`src/rtl/stack_alu_sequencer_if.sv`:
```
`default_nettype none
// ============================================================================
// Module      : stack_alu_sequencer_if
// Description : Instruction and response valid/ready bundle for the stack ALU
//               sequencer.
// Revision    : 1.0 - initial release
// ============================================================================
interface stack_alu_sequencer_if #(
  parameter int N = 8
);
  logic         in_valid;
  logic         in_ready;
  logic [2:0]   in_op;
  logic [N-1:0] in_data;
  logic         out_valid;
  logic         out_ready;
  logic [N-1:0] out_data;
  logic         out_ovf;
  logic         out_err;

  modport slave (
    input  in_valid, in_op, in_data, out_ready,
    output in_ready, out_valid, out_data, out_ovf, out_err
  );

  modport master (
    output in_valid, in_op, in_data, out_ready,
    input  in_ready, out_valid, out_data, out_ovf, out_err
  );
endinterface
`default_nettype wire

```
`src/rtl/stack_alu_sequencer.sv`:
```
`default_nettype none
// ============================================================================
// Module      : stack_alu_sequencer
// Description : Issues stack instructions to the ALU one at a time and mirrors
//               its depth. Macro STACK_SEQ_GUARD_EN enables the depth guard.
// Revision    : 1.0 - initial release
// ============================================================================
module stack_alu_sequencer #(
  parameter int N     = 8,
  parameter int DEPTH = 32
) (
  input  logic                   clk,
  input  logic                   rst,
  stack_alu_sequencer_if.slave   bus,
  output logic [2:0]             alu_opcode,
  output logic [N-1:0]           alu_data,
  input  logic [N-1:0]           alu_result,
  input  logic                   alu_overflow,
  output logic [$clog2(DEPTH):0] depth
);

  localparam int DW = $clog2(DEPTH) + 1;

  localparam logic [2:0]    c_op_add    = 3'b100;
  localparam logic [2:0]    c_op_mul    = 3'b101;
  localparam logic [2:0]    c_op_push   = 3'b110;
  localparam logic [2:0]    c_op_pop    = 3'b111;
  localparam logic [DW-1:0] c_depth_max = DW'(DEPTH);
  localparam logic [DW-1:0] c_depth_one = DW'(1);
  localparam logic [DW-1:0] c_depth_two = DW'(2);

  typedef enum logic [1:0] {
    S_IDLE  = 2'd0,
    S_ISSUE = 2'd1,
    S_CAPT  = 2'd2,
    S_RESP  = 2'd3
  } state_t;

  state_t        r_state;
  state_t        w_state_nxt;
  logic [2:0]    r_op;
  logic [N-1:0]  r_data;
  logic          r_err;
  logic [N-1:0]  r_out_data;
  logic          r_out_ovf;
  logic [DW-1:0] r_depth;
  logic          w_guard_err;
  logic          w_accept;

  assign w_accept = (r_state == S_IDLE) && bus.in_valid;

  always_comb begin
    w_guard_err = 1'b0;
`ifdef STACK_SEQ_GUARD_EN
    case (bus.in_op)
      c_op_push:          w_guard_err = (r_depth == c_depth_max);
      c_op_pop:           w_guard_err = (r_depth == '0);
      c_op_add, c_op_mul: w_guard_err = (r_depth < c_depth_two);
      default:            w_guard_err = 1'b1;
    endcase
`endif
  end

  always_ff @(posedge clk or negedge rst) begin
    if (!rst) begin
      r_state <= S_IDLE;
    end else begin
      r_state <= w_state_nxt;
    end
  end

  always_comb begin
    w_state_nxt = r_state;
    case (r_state)
      S_IDLE:  if (bus.in_valid) w_state_nxt = w_guard_err ? S_RESP : S_ISSUE;
      S_ISSUE: w_state_nxt = (r_op == c_op_push) ? S_IDLE : S_CAPT;
      S_CAPT:  w_state_nxt = S_RESP;
      S_RESP:  if (bus.out_ready) w_state_nxt = S_IDLE;
      default: w_state_nxt = S_IDLE;
    endcase
  end

  always_ff @(posedge clk or negedge rst) begin
    if (!rst) begin
      r_op       <= 3'b000;
      r_data     <= '0;
      r_err      <= 1'b0;
      r_out_data <= '0;
      r_out_ovf  <= 1'b0;
      r_depth    <= '0;
    end else begin
      if (w_accept) begin
        r_op  <= bus.in_op;
        r_data <= bus.in_data;
        r_err <= w_guard_err;
        if (w_guard_err) begin
          r_out_data <= '0;
          r_out_ovf  <= 1'b0;
        end
      end
      // Saturation only matters when the guard is compiled out.
      if (r_state == S_ISSUE) begin
        if (r_op == c_op_push) begin
          if (r_depth != c_depth_max) r_depth <= r_depth + c_depth_one;
        end else if (r_op[2]) begin
          if (r_depth != '0) r_depth <= r_depth - c_depth_one;
        end
      end
      if (r_state == S_CAPT) begin
        r_out_data <= alu_result;
        r_out_ovf  <= (r_op == c_op_pop) ? 1'b0 : alu_overflow;
      end
    end
  end

  assign bus.in_ready  = (r_state == S_IDLE);
  assign bus.out_valid = (r_state == S_RESP);
  assign bus.out_data  = r_out_data;
  assign bus.out_ovf   = r_out_ovf;
  assign bus.out_err   = r_err;
  assign alu_opcode    = (r_state == S_ISSUE) ? r_op : 3'b000;
  assign alu_data      = (r_state == S_ISSUE) ? r_data : '0;
  assign depth         = r_depth;

endmodule
`default_nettype wire

```
`src/flat_wrapper.sv`:
```
// flat-port wrapper written by rule: the top's interface ports become plain ports
module stack_alu_sequencer_flat 
#(
  parameter int N     = 8,
  parameter int DEPTH = 32
)
  (clk, rst, alu_opcode, alu_data, alu_result, alu_overflow, depth, bus_in_valid, bus_in_op, bus_in_data, bus_out_ready, bus_in_ready, bus_out_valid, bus_out_data, bus_out_ovf, bus_out_err);
  stack_alu_sequencer_if #(.N(N)) bus_i ();
  input  logic clk;
  input  logic rst;
  output logic [2:0] alu_opcode;
  output logic [N-1:0] alu_data;
  input  logic [N-1:0] alu_result;
  input  logic alu_overflow;
  output logic [$clog2(DEPTH):0] depth;
  input wire logic [$bits(bus_i.in_valid)-1:0] bus_in_valid;
  input wire logic [$bits(bus_i.in_op)-1:0] bus_in_op;
  input wire logic [$bits(bus_i.in_data)-1:0] bus_in_data;
  input wire logic [$bits(bus_i.out_ready)-1:0] bus_out_ready;
  output wire logic [$bits(bus_i.in_ready)-1:0] bus_in_ready;
  output wire logic [$bits(bus_i.out_valid)-1:0] bus_out_valid;
  output wire logic [$bits(bus_i.out_data)-1:0] bus_out_data;
  output wire logic [$bits(bus_i.out_ovf)-1:0] bus_out_ovf;
  output wire logic [$bits(bus_i.out_err)-1:0] bus_out_err;
  assign bus_i.in_valid = bus_in_valid;
  assign bus_i.in_op = bus_in_op;
  assign bus_i.in_data = bus_in_data;
  assign bus_i.out_ready = bus_out_ready;
  assign bus_in_ready = bus_i.in_ready;
  assign bus_out_valid = bus_i.out_valid;
  assign bus_out_data = bus_i.out_data;
  assign bus_out_ovf = bus_i.out_ovf;
  assign bus_out_err = bus_i.out_err;
  stack_alu_sequencer #(.N(N), .DEPTH(DEPTH)) u_core (.clk(clk), .rst(rst), .bus(bus_i), .alu_opcode(alu_opcode), .alu_data(alu_data), .alu_result(alu_result), .alu_overflow(alu_overflow), .depth(depth));
endmodule
```
`config.mk`:
```
export PLATFORM = sky130hd
export DESIGN_NAME = stack_alu_sequencer_flat
export DESIGN_NICKNAME = d
export VERILOG_FILES = /design/src/rtl/stack_alu_sequencer_if.sv /design/src/rtl/stack_alu_sequencer.sv /design/src/flat_wrapper.sv
export SDC_FILE = /design/constraint.sdc
export NUM_CORES = 1
export LEC_CHECK = 0
export ABC_AREA = 0
export CORE_ASPECT_RATIO = 1.4
export CORE_MARGIN = 10
export CORE_UTILIZATION = 46
export DETAILED_ROUTE_END_ITERATION = 10
export PLACE_DENSITY = 0.83
export SLEW_MARGIN = 20
export SYNTH_ARGS = -nofsm -noshare
export SYNTH_HDL_FRONTEND = slang
export SYNTH_SLANG_ARGS = --single-unit
```
`constraint.sdc`:
```
create_clock -name clk -period 4.1 [get_ports clk]
set_input_delay 0.615 -clock clk [delete_from_list [all_inputs] [get_ports clk]]
set_output_delay 0.615 -clock clk [all_outputs]
set_load 0.02 [all_outputs]
```
; ---- Word level (Yosys, flattened, before mapping)
; Cells that the tools add are included.
[classes]
reduce_logical = 7
add_sub_neg = 2
muxes = 11
n_eq_ne = 9
[op_table]
columns = operator, count
row1 = 2-to-1 mux 6 bit, 4
row2 = 2-to-1 mux 8 bit, 1
row3 = one-hot mux 2 bit (4 select lines), 1
row4 = adder 6 x 1 -> 6 bit (second input constant), 1
row5 = equality test 3 bit (second input constant), 2
row6 = 2-to-1 mux 2 bit, 3
row7 = inequality test 2 bit (second input constant), 3
row8 = inequality test 6 bit (second input constant), 1
row9 = nonzero test 6 bit, 1
row10 = subtractor 6 x 1 -> 6 bit (second input constant), 1
row11 = equality test 2 bit (second input constant), 2
row12 = AND reduction 4 bit, 1
row13 = nonzero test 2 bit, 2
row14 = 2-to-1 mux 3 bit, 1
row15 = equality test 2 x 1 -> 1 bit (second input constant), 1
row16 = zero test 2 bit, 1
row17 = AND reduction 2 bit, 1
row18 = logical AND 1 bit, 1
row19 = 2-to-1 mux 1 bit, 1
[word_totals]
reg_bits = 28
input_bits = 24
output_inout_bits = 29
word_cells = 35

; ---- Logic depth before layout (Yosys ltp)
; Gate-level depths: netlist of the first run.
[depth]
word_depth = 4
ltp_mapped = 7

; ---- Worst setup path after synthesis of the first run
; OpenSTA, ideal clock, no wires.
[synth_timing]
kind = register -> register
startpoint = reg u_core.r_op[0]
endpoint = reg u_core.r_depth[5] (netlist: u_core.depth[5])
stages_incl_launch_ff = 8
t_arrival_ns = 1.836
setup_ns = 0.130
path_slack_ns = 2.134
required_time_ns = 3.970
path_buffers = 0
period_less_slack_ns = 1.966
cell_sequence = dfrtp_1 -> nand3b_2 -> ha_1 -> a21oi_1 -> o21ai_0 -> or4_1 -> nand4_1 -> xnor2_1
[synth_via]
elab_chain_cells = 3
elab_cells_between_ends = 6
[synth_rtl]
columns = element, line
row1 = from (decl), stack_alu_sequencer.sv:41  ; logic [2:0] r_op;
row2 = from (signal assigned), stack_alu_sequencer.sv:93  ; r_op <= bus.in_op;
row3 = equality test 3 bit (*), stack_alu_sequencer.sv:103  ; if (r_op == c_op_push) begin
row4 = inequality test 2 bit (no line) / nonzero test 2 bit (equally long branches), --
row5 = AND reduction 4 bit (no line), --
row6 = to (signal assigned), stack_alu_sequencer.sv:104  ; if (r_depth != c_depth_max) r_depth <= r_depth + c_depth_one;
row7 = to (signal assigned), stack_alu_sequencer.sv:106  ; if (r_depth != '0) r_depth <= r_depth - c_depth_one;
row8 = to (decl), stack_alu_sequencer.sv:46  ; logic [DW-1:0] r_depth;
; Mark *: on every way between the ends. The rest lies on a longest branch, timed or not.
; A chain may end at the register's enable or synchronous reset.

==> impl_metrics.toml, run 1 <==
[cts]
cts_resized = 0
post_cts.repair.setup_buffers = 0
cts_buffers = 3
hold_buffers = 0
htree_levels = 1
cts-root-buf = "clkbuf_8"
path_clk_slew_ps = 90
cts.path.max_buffers = 2
tritoncts = "yes"
cts_sinks = 28
clock_latency_ps = 270

[timing]
clock_skew_ps = 3.46
fin_ws_ps = 1360
max_freq_mhz = 365
fin_crit_sh = 0.668
slew_headroom = 0.396
finalSetupTns_ps = 0
rsz0062_at_grt = "no"
slew_viol_final = 0
worstMarginPinSlew_ps = 902
min_period_ps = 2740
setup-violations-final = 0
hold_violations = 0

[global_route]
grtUsageTotal = 0.120
antenna_found_initial = 0
grt_pass1_vias = 1176
grt_max_degree = 29
grt_pass1_wl_um = 5530
grt-ovfl-total = 0

[yosys]
syn_inst = 116
synth_top_area_cell = "dfrtp_1"
synth_area_per_cell_um2 = 11.9
ys_seq_elements = 28
synth_area_leaders = "dfrtp_1, mux2_2, and2_1, ha_1, xnor2_1"
synth_warnings = 0
synthDominantCellAreaShare = 0.508
synth_nets = 145
ys_seq_area_frac = 0.508
netlist_area_um2 = 1380
ys_types = 29

[min_path]
hold_path_class = "flop to flop"

[cells_and_area]
design_area_um2 = 1980
antenna_cells = 0
area_growth_pct = 43.3
nets = 198
layout-drive-gt1-share = 0.185
final_cell_mix = "clkdlybuf4s50_1, dfrtp_1, mux2_2, and2_1, nand2_1"
final_common_cell = "clkdlybuf4s50_1"

[place]
place_area_um2 = 1920
gp_congestion = 0.740
dpl_worst_slack_ps = 1650
portBuffers = 51
hpwl_um = 2640

[critical_path]
path_class = "flop to primary output"
required_ps = 3480
worstPathArrival_ps = 2120
cp_max_fo = 12
critPathLaunchType = "flop"
critPathCaptureType = "primary output"
path_cells = "nor2b_1, nand2_1, inv_1, clkdlybuf4s50_1"
crit_path_top_delay_cell = "clkdlybuf4s50_1"
crit_path_max_incr_delay_ps = 600

[die]
rows = 23
io_pins = 53
die_w_um = 66.3
core_um2 = 2880
die_y_um = 84.8
die_area_um2 = 5620
start_util = 0.480

[route]
drt-total-wl_um = 3280
wl_per_cell_um = 16.0
vias_per_cell = 5.02
ant_nets = 0
drt-initial-drc-count = 49
num_vias = 1029
first_pass_iters = 4
drc = 0

[run]
maxCapViolCount = 0

[power_and_ir_drop]
ir_drop_mv = 0.524
power.density_nw_per_um2 = 860
p_leak_nw = 0.836

[outcome]
status = "completed"
## layer usage
metal,GRT usage,part of all wire
met5,0,0
met4,0.0229,0.0049
met3,0.0553,0.099
met2,0.213,0.52
met1,0.126,0.37
## state kept, by name (all words and copies together) (netlist names), named ones only
signal and count:
u_core.r_data 8, u_core.bus.out_data 8, u_core.bus.out_ovf 1, u_core.r_state 1, u_core.depth 6, u_core.r_op 3
## worst paths after layout
path,slack [ps],cells after the start,start,endpoint
setup reg to reg,1880,7,u_core.r_op[0],u_core.depth[5]
hold reg to reg,510,1,u_core.r_data[0],u_core.r_data[0]
max in group asynchronous,3130,2,rst,u_core.bus.out_data[5]
hold / removal,510,1,u_core.r_data[0],u_core.r_data[0]
setup / recovery,1360,4,flop,alu_opcode[2]
min in group asynchronous,710,2,rst,u_core.r_data[0]
## worst max-delay path, delay by kind of cell (launching register included)
kind                   cells  cell delay (ps)
flip-flops                 1              440
buffers and inverters      2              680
AND/OR/NAND/NOR            2              740
## layout make-up
cell class / count / area (um^2)
Sequential cell: 28 / 701
Clock buffer: 4 / 55.1
Tap cell: 37 / 46.3
Multi-Input combinational cell: 78 / 636
Inverter: 6 / 22.5
Fill cell: 220 / 900
Timing Repair Buffer: 52 / 518
## synth_stat cells, drive strengths merged
cell type / instances
ha: 4
nor3: 2
nor2: 4
dfrtp: 28
mux2: 22
mux2i: 1
inv: 6
a21o: 1
clkbuf: 1
conb: 1
nor2b: 2
nand3: 3
nand3b: 1
o21ai: 2
xnor2: 5
and2b: 1
o21bai: 1
nor4: 1
nand2: 8
or4: 1
fa: 1
nand2b: 1
a31oi: 1
nand4: 1
a21oi: 3
and2: 11
buf: 3
## where the power goes
| part | internal (mW) | total, mW | switching [mW] |
|---|---|---|---|
| Sequential | 0.420 | 0.525 | 0.105 |
| Clock | 0.0858 | 0.165 | 0.0796 |
| Combinational | 0.520 | 1.01 | 0.490 |
## metrics by stage
step	hold slack (ps)	util	cells	total power, mW
3_5_place_dp	489	0.668	201	1.55
3_3_place_gp	482	0.668	201	1.51
4_1_cts	511	0.687	205	1.72
2_1_floorplan	319	-	116	1.16
6_report	508	0.687	205	1.70
5_1_grt	517	0.687	205	1.83
## kinds of logic (layout without fill, tap and decap cells)
logic type / Yosys count / after routing / synth area share
DFF: 28 / 28 / 0.508
muxes: 23 / 23 / 0.187
and+or+nand+nor: 36 / 36 / 0.144
buffers and inverters: 10 / 62 / 0.0317
AOI/OAI and AO/OA: 8 / 8 / 0.0444
other: 1 / 1 / 0.00272
xor gates and xnor gates: 5 / 5 / 0.0317
adders and majority gates: 5 / 5 / 0.0508
(Power assumes the default switching activity.)
==> run 2, diff against run 1 <==
--- a/config.mk
+++ b/config.mk
@@ -8,9 +8,9 @@
 export ABC_AREA = 0
 export CORE_ASPECT_RATIO = 1.4
 export CORE_MARGIN = 10
-export CORE_UTILIZATION = 46
+export CORE_UTILIZATION = 39
 export DETAILED_ROUTE_END_ITERATION = 10
-export PLACE_DENSITY = 0.83
+export PLACE_DENSITY = 0.75
 export SLEW_MARGIN = 20
 export SYNTH_ARGS = -nofsm -noshare
 export SYNTH_HDL_FRONTEND = slang
==> constraint.sdc (replaced) <==
create_clock -name clk -period 2.3 [get_ports clk]
set_input_delay 0.345 -clock clk [delete_from_list [all_inputs] [get_ports clk]]
set_output_delay 0.345 -clock clk [all_outputs]
set_load 0.02 [all_outputs]
==> impl_metrics.toml, run 2 (synthesis results as in run 1) <==
[critical_path]
r2r_end = "u_core.depth[5]"
rrSetupSlack_ps = 200
path_class = "flop to primary output"
cp-startpoint = "u_core.r_state[0]"
r2r_start = "u_core.r_op[0]"
worstPathArrival_ps = 1790
required_ps = 1960
critPathCaptureType = "primary output"
cp_max_fo = 12
reg2reg_depth = 7
critPathLaunchType = "flop"

[cells_and_area]
layout-drive-gt1-share = 0.199
area_growth_pct = 46.1
instances_no_fill = 211
final_common_cell = "clkdlybuf4s50_1"
antenna_cells = 0
nFillCells = 297
nets = 201
final_cell_mix = "clkdlybuf4s50_1, dfrtp_1, mux2_2, and2_1, nand2_1"
final_util = 0.591

[timing]
slew_viol_final = 0
max_freq_mhz = 468
hold_violations = 0
clock_skew_ps = 0.960
setup-violations-final = 0
fin_crit_sh = 0.929
rsz0062_at_grt = "no"
min_period_ps = 2140
finalSetupTns_ps = 0

[die]
die_y_um = 90.4
core_um2 = 3410
io_pins = 53
die_w_um = 70.3
rows = 25
die_area_um2 = 6350
start_util = 0.405

[route]
drc = 0
wl_per_cell_um = 16.7
first_pass_iters = 4
drt-total-wl_um = 3520
num_vias = 1069
vias_per_cell = 5.07
drt-initial-drc-count = 26
ant_nets = 0

[cts]
htree_levels = 1
tritoncts = "yes"
clock_latency_ps = 270
cts_sinks = 28
post_cts.repair.setup_buffers = 0
cts-root-buf = "clkbuf_8"
path_clk_slew_ps = 90
cts.path.max_buffers = 2
cts_buffers = 3

[min_path]
hold_path_class = "input port to async pin"

[outcome]
status = "completed"

[place]
portBuffers = 51
dp_cells = 207
hpwl_um = 2860
gp_congestion = 0.803

[global_route]
antenna_found_initial = 0
grt_pass1_wl_um = 5830
grt_pass1_vias = 1250
grtUsageTotal = 0.108
grt_max_degree = 29
grt-ovfl-total = 0

[power_and_ir_drop]
ir_drop_mv = 0.875
p_leak_nw = 0.878
power.density_nw_per_um2 = 1550

[run]
maxCapViolCount = 0
==> run 2: changes by cell type in the layout (fill, tap and decap cells not counted) <==
cell / change
nand3b_4: +1
nand3b_2: -1
clkdlybuf4s50_1: -1
buf_4: +3
dlymetal6s2s_1: +1
==> run 2: power by group <==
group,switching [mW],leakage [nW],total [mW],internal (mW)
registers,0.199,0.331,0.949,0.750
clock network,0.146,0.0288,0.299,0.153
logic,0.906,0.518,1.87,0.960
==> run 2: cell type report <==
class / count / area [um^2] / share of cell area
multi-input cells: 78 / 644 / 0.320
repair buffers: 55 / 543 / 0.269
well taps: 40 / 50.0 / 0.0248
flip-flops and latches: 28 / 701 / 0.348
clock buffers: 4 / 55.1 / 0.0273
inverters: 6 / 22.5 / 0.0112
==> run 2: critical path, cell delays in order, from the launching register on <==
cell	delay, ps
dfrtp_1	420
nor2b_1	160
buf_4	180
and2_1	130
clkdlybuf4s50_1	630
==> run 2: layer usage <==
metal  up-vias  part of all wire  GRT usage
met4         0             0.011     0.0264
met1       526              0.38      0.111
met2        43              0.50      0.185
met5         -                 0          0
li1        496                 -          -
met3         4              0.11     0.0583
==> run 2: stage by stage <==
stage	power (mW)	hold WS, ps	instance area [um^2]	setup slack (ps)
4_1_cts	3.14	448	2000	71.4
3_5_place_dp	2.83	492	1950	92.9
5_1_grt	3.34	478	2020	44.1
2_1_floorplan	2.06	49.4	1380	334
6_report	3.11	440	2020	164
3_3_place_gp	2.73	481	1950	278
==> run 2: repair_timing <==
item | CTS | global route
resized for setup | 0 | 2
hold buffers | 0 | 0
endpoints found under the setup margin | 0 | 2
==> run 2: how the worst max path moves through the flow <==
stage | to | depth (start not counted) | slack (ps)
floorplan | u_core.depth[5] | 7 | 330
global placement | u_core.depth[5] | 7 | 280
detailed placement | u_core.depth[5] | 7 | 90
CTS | u_core.depth[5] | 7 | 70
global route | u_core.depth[5] | 7 | 40
finish | alu_data[4] | 4 | 160
